`src/rtl/fetch_pkg.sv`:
```
// ----------------------------------------------------------------------------
// Module   : fetch_pkg
// Brief    : Shared types and constants for the instruction fetch sequencer.
// Revision : 1.0 - initial release
// ----------------------------------------------------------------------------
`default_nettype none

package fetch_pkg;

    localparam int INST_BYTES = 4;

    typedef enum logic [1:0] {
        S_REQ  = 2'd0,
        S_WAIT = 2'd1,
        S_HOLD = 2'd2,
        S_HALT = 2'd3
    } fetch_state_e;

    typedef enum logic [1:0] {
        FC_NONE     = 2'd0,
        FC_ILLEGAL  = 2'd1,
        FC_MISALIGN = 2'd2,
        FC_BUS      = 2'd3
    } fault_cause_e;

endpackage

`default_nettype wire

```
`src/rtl/fetch_sequencer.sv`:
```
// ----------------------------------------------------------------------------
// Module   : fetch_sequencer
// Brief    : Owns the PC, issues one imem read at a time and hands the returned
//            word to decode; handles redirects and halts on faults.
// Revision : 1.0 - initial release
// ----------------------------------------------------------------------------
`default_nettype none

module fetch_sequencer
    import fetch_pkg::*;
#(
    parameter int              XLEN     = 32,
    parameter int              ILEN     = 32,
    parameter logic [XLEN-1:0] RESET_PC = '0
) (
    input  logic            clk,
    input  logic            rst_n,
    output logic            imem_req_valid,
    input  logic            imem_req_ready,
    output logic [XLEN-1:0] imem_addr,
    input  logic            imem_resp_valid,
    input  logic [ILEN-1:0] imem_resp_data,
    input  logic            imem_resp_err,
    output logic            inst_valid,
    input  logic            inst_ready,
    output logic [ILEN-1:0] inst,
    output logic [XLEN-1:0] inst_pc,
    input  logic            inst_fault,
    input  logic            redirect_valid,
    input  logic [XLEN-1:0] redirect_pc,
    output logic            halted,
    output logic [1:0]      fault_cause,
    output logic [XLEN-1:0] fault_pc
);

    fetch_state_e    r_state, w_state_nxt;
    logic [XLEN-1:0] r_pc, w_pc_nxt;
    logic            r_drop, w_drop_nxt;
    logic [ILEN-1:0] r_inst;
    logic [XLEN-1:0] r_inst_pc;
    fault_cause_e    r_fault_cause, w_fault_cause_nxt;
    logic [XLEN-1:0] r_fault_pc, w_fault_pc_nxt;
    logic            w_capture;
    logic            w_fault_we;

    always_ff @(posedge clk) begin
        if (!rst_n) begin
            r_state       <= S_REQ;
            r_pc          <= RESET_PC;
            r_drop        <= 1'b0;
            r_inst        <= '0;
            r_inst_pc     <= '0;
            r_fault_cause <= FC_NONE;
            r_fault_pc    <= '0;
        end else begin
            r_state <= w_state_nxt;
            r_pc    <= w_pc_nxt;
            r_drop  <= w_drop_nxt;
            if (w_capture) begin
                r_inst    <= imem_resp_data;
                r_inst_pc <= r_pc;
            end
            if (w_fault_we) begin
                r_fault_cause <= w_fault_cause_nxt;
                r_fault_pc    <= w_fault_pc_nxt;
            end
        end
    end

    always_comb begin
        w_state_nxt       = r_state;
        w_pc_nxt          = r_pc;
        w_drop_nxt        = r_drop;
        w_capture         = 1'b0;
        w_fault_we        = 1'b0;
        w_fault_cause_nxt = FC_NONE;
        w_fault_pc_nxt    = '0;
        imem_req_valid    = 1'b0;
        inst_valid        = 1'b0;
        halted            = 1'b0;

        case (r_state)
            S_REQ: begin
                imem_req_valid = 1'b1;
                if (imem_req_ready) begin
                    w_state_nxt = S_WAIT;
                end
            end
            S_WAIT: begin
                if (imem_resp_valid) begin
                    if (r_drop) begin
                        w_drop_nxt  = 1'b0;
                        w_state_nxt = S_REQ;
                    end else if (imem_resp_err) begin
                        w_fault_we        = 1'b1;
                        w_fault_cause_nxt = FC_BUS;
                        w_fault_pc_nxt    = r_pc;
                        w_state_nxt       = S_HALT;
                    end else begin
                        w_capture   = 1'b1;
                        w_state_nxt = S_HOLD;
                    end
                end
            end
            S_HOLD: begin
                inst_valid = 1'b1;
                if (inst_ready) begin
                    if (inst_fault) begin
                        w_fault_we        = 1'b1;
                        w_fault_cause_nxt = FC_ILLEGAL;
                        w_fault_pc_nxt    = r_inst_pc;
                        w_state_nxt       = S_HALT;
                    end else begin
                        w_pc_nxt    = r_pc + XLEN'(INST_BYTES);
                        w_state_nxt = S_REQ;
                    end
                end
            end
            S_HALT: begin
                halted = 1'b1;
            end
            default: begin
                w_state_nxt = S_HALT;
            end
        endcase

        // A redirect overrides whatever the state logic decided above.
        if (redirect_valid && r_state != S_HALT) begin
            w_capture = 1'b0;
            if (redirect_pc[1:0] != 2'b00) begin
                w_fault_we        = 1'b1;
                w_fault_cause_nxt = FC_MISALIGN;
                w_fault_pc_nxt    = redirect_pc;
                w_drop_nxt        = 1'b0;
                w_state_nxt       = S_HALT;
            end else begin
                w_fault_we  = 1'b0;
                w_pc_nxt    = redirect_pc;
                w_drop_nxt  = 1'b0;
                w_state_nxt = S_REQ;
                // A request already in flight must have its response swallowed.
                if ((r_state == S_REQ && imem_req_ready) ||
                    (r_state == S_WAIT && !imem_resp_valid)) begin
                    w_drop_nxt  = 1'b1;
                    w_state_nxt = S_WAIT;
                end
            end
        end
    end

    assign imem_addr   = r_pc;
    assign inst        = r_inst;
    assign inst_pc     = r_inst_pc;
    assign fault_cause = r_fault_cause;
    assign fault_pc    = r_fault_pc;

endmodule

`default_nettype wire

```
`config.mk`:
```
export PLATFORM = sky130hd
export DESIGN_NAME = fetch_sequencer
export DESIGN_NICKNAME = d
export VERILOG_FILES = /design/src/rtl/fetch_pkg.sv /design/src/rtl/fetch_sequencer.sv
export SDC_FILE = /design/constraint.sdc
export NUM_CORES = 1
export LEC_CHECK = 0
export BUFFER_PORTS_ARGS = -buffer_cell sky130_fd_sc_hd__buf_4
export CORE_UTILIZATION = 45
export CTS_CLUSTER_SIZE = 8
export DETAILED_ROUTE_END_ITERATION = 7
export HOLD_SLACK_MARGIN = 0.15
export PLACE_DENSITY = 0.76
export SYNTH_ARGS = -nofsm -noshare
export SYNTH_HDL_FRONTEND = slang
export SYNTH_SLANG_ARGS = --single-unit
```
`constraint.sdc`:
```
create_clock -name clk -period 2.2 [get_ports clk]
set_input_delay 0.11 -clock clk [delete_from_list [all_inputs] [get_ports clk]]
set_output_delay 0.11 -clock clk [all_outputs]
set_load 0.005 [all_outputs]
```
==> metrics.cfg <==
[detailed_routing]
drt-initial-drc-count = 656
vias_per_cell = 5.73
wire_per_inst_um = 17.3
antenna_left = 0
route.vias.total = 6665
drcViolationCount = 0
firstDrtPassIters = 6
wl_um = 20200

[floorplanning]
core_area_mm2 = 0.0123
row_count = 40
die_h_um = 115
start_util = 0.470
die_x_um = 115
die_area_mm2 = 0.0133
io_pins = 205

[place]
dp_cells = 1062
portBuffers = 204
finalWeightedCongestion = 0.851
hpwl_um = 12700

[timing]
setup_viol = 0
fin_crit_sh = 0.959
fmax_ghz = 0.474
grt_setup_unrepaired = yes
drv_slew = 0
hold_violations = 0
post-route-min-period_ns = 2.11
relSlewSlack = 0.264
worst_pin_slew_ns = 1.10
finalClockSkew_ns = 0.00503
whs_ns = 0.207
tns_ns = 0

[clock_network]
cts_root_buf = clkbuf_16
cts_tree = built
cts_setup_buffers = 0
cts-htree-levels = 4
cts_buffers = 17
clock-sinks = 133
insertion_delay_ns = 0.42
cts_buffer_depth = 2
clk_pin_slew_ns = 0.06

[synthesis]
ys_seq_elements = 133
yosysSeqAreaShare = 0.462
ys_dominant_reg_cell = dfxtp_1
synth_cells = 708
syn_area_mm2 = 0.00576
ys_warn_count = 0
synth_edf_count = 0
synth-async-reset-ratio = 0
syn_nets = 786
avgSynthCellArea_um2 = 8.14
synth_cell_type_count = 51

[global_route]
grt_antenna_before_repair = 0
grt_max_degree = 106
grt_pass1_wl_um = 30300
grt_pass1_vias = 6297
grt_overflow = 0
grt_usage = 0.296

[critical_path]
arrival_ns = 2.45
critPathMaxFanout = 7
r2r_slack_ns = 0.09
startpoint_type = flop
r2r_cells = 5
required_ns = 2.54
endpoint_kind = flop
crit_type = reg2reg

[pwr]
power.internal_uw = 5050
p_total_uw = 6850
p_sw_uw = 1800
pwr-share-clk = 0.421
p_leak_uw = 0.00363
seqPwrFrac = 0.389
p_comb_frac = 0.189
p_sw_frac = 0.263
vdd_drop_max_mv = 0.429
p_per_area_mw_per_mm2 = 762

[layout]
area_delta_synth_final_pct = 55.9
nets = 1059
stdcell_count = 1163
layout_common_cells = buf_4 (244), nand2_1 (146), dfxtp_1 (131)
nFillCells = 915
drive_above_1_share = 0.303
utilization = 0.733
final_common_cell = buf_4

[flow_run]
drv_cap = 0

[worst_hold_path]
hp-class = in2reg
holdPathStages = 5

[run_status]
status = completed

==> per-stage QoR <==
step / setup slack (ns) / cell area, um^2
after floorplan: 0.0282 / 5760
after global placement: 0.117 / 7670
after detailed placement: -0.0211 / 7670
after CTS: 0.0114 / 8930
after global routing: -0.0264 / 8980
final: 0.0907 / 8990
==> cells by family after synthesis <==
logic type	Yosys count	synth area share
AOI/OAI and AO/OA	211	0.230
buffers and inverters	72	0.0482
adders and majority gates	6	0.0130
and+or+nand+nor	276	0.231
DFF	133	0.462
xor gates and xnor gates	10	0.0152
==> sequential cells by signal, summed over array words and instances, names as in the netlist <==
signal,count
r_drop,1
inst,32
fault_cause,2
fault_pc,32
imem_addr,32
r_state,2
inst_pc,32
==> worst paths after layout <==
kind	from	endpoint
max reg2reg	imem_addr[2]$_SDFF_PN0_	imem_addr[20]$_SDFF_PN0_
min reg2reg	inst[5]$_SDFFE_PN0P_	inst[5]$_SDFFE_PN0P_
max	imem_addr[2]$_SDFF_PN0_	imem_addr[20]$_SDFF_PN0_
min	imem_resp_valid	r_drop$_SDFFE_PN0P_
==> per-layer routing <==
layer  up-vias  share of wire  global-route usage
met5         -              0                   0
met4         0          0.033               0.162
met3        57          0.077              0.0627
met2       354           0.50               0.520
met1      3122           0.39               0.335
li1       3132              -                   -
==> synthesized netlist by cell type, drive strengths merged, types with 2 or more instances <==
| library cell | n | area share |
|---|---|---|
| nand2 | 146 | 0.095 |
| dfxtp | 133 | 0.46 |
| a21oi | 103 | 0.089 |
| clkbuf | 57 | 0.037 |
| nand3 | 41 | 0.036 |
| a222oi | 30 | 0.052 |
| o21ai | 30 | 0.026 |
| nor2 | 19 | 0.012 |
| a31oi | 15 | 0.016 |
| or3 | 12 | 0.013 |
| or4 | 12 | 0.016 |
| nand4 | 11 | 0.013 |
| inv | 10 | 0.0065 |
| a211oi | 8 | 0.010 |
| o31ai | 7 | 0.0091 |
| and3 | 6 | 0.0065 |
| ha | 6 | 0.013 |
| xnor2 | 6 | 0.0091 |
| buf | 5 | 0.0043 |
| nand2b | 5 | 0.0054 |
| a311oi | 4 | 0.0061 |
| a32oi | 4 | 0.0061 |
| nor3 | 4 | 0.0035 |
| nor4 | 4 | 0.0054 |
| xor2 | 4 | 0.0061 |
| nand3b | 3 | 0.0061 |
| o211ai | 3 | 0.0039 |
| or4b | 3 | 0.0052 |
| and4 | 2 | 0.0033 |
| or2 | 2 | 0.0022 |
==> area by class of cell <==
cell class | instances | area, um^2 | area share
diodes | 1 | 2.50 | 0.000278
clock buffers | 22 | 474 | 0.0528
clock inverters | 10 | 128 | 0.0142
inverters | 10 | 38.8 | 0.00432
multi-input cells | 504 | 2880 | 0.321
flip-flops and latches | 133 | 2670 | 0.297
well taps | 168 | 210 | 0.0234
repair buffers | 315 | 2580 | 0.287
==> worst max-delay path, stage by stage (launching register included) <==
cell,delay (ns)
dfxtp_1,0.33
ha_1,0.18
nand3_1,0.16
or4_4,0.61
or4_1,0.54
a31oi_1,0.20
==> timing repair <==
action                     CTS  global route
hold endpoints to repair    98             1
pin swaps                    1             2
setup endpoints to repair    2            28
gates cloned                 0             1
hold buffers                66             1
resized for setup            1            11
==> power groups by stage <==
| stage | sequential, uW | clock, uW | combinational, uW |
|---|---|---|---|
| finish | 2670 | 2890 | 1300 |
| global route | 2680 | 3010 | 1400 |
| CTS | 2650 | 2910 | 1260 |
| detailed placement | 2700 | 0 | 1160 |
| global placement | 2690 | 0 | 1120 |
| floorplan | 2710 | 0 | 524 |
Power figures use the tool's default switching activity.
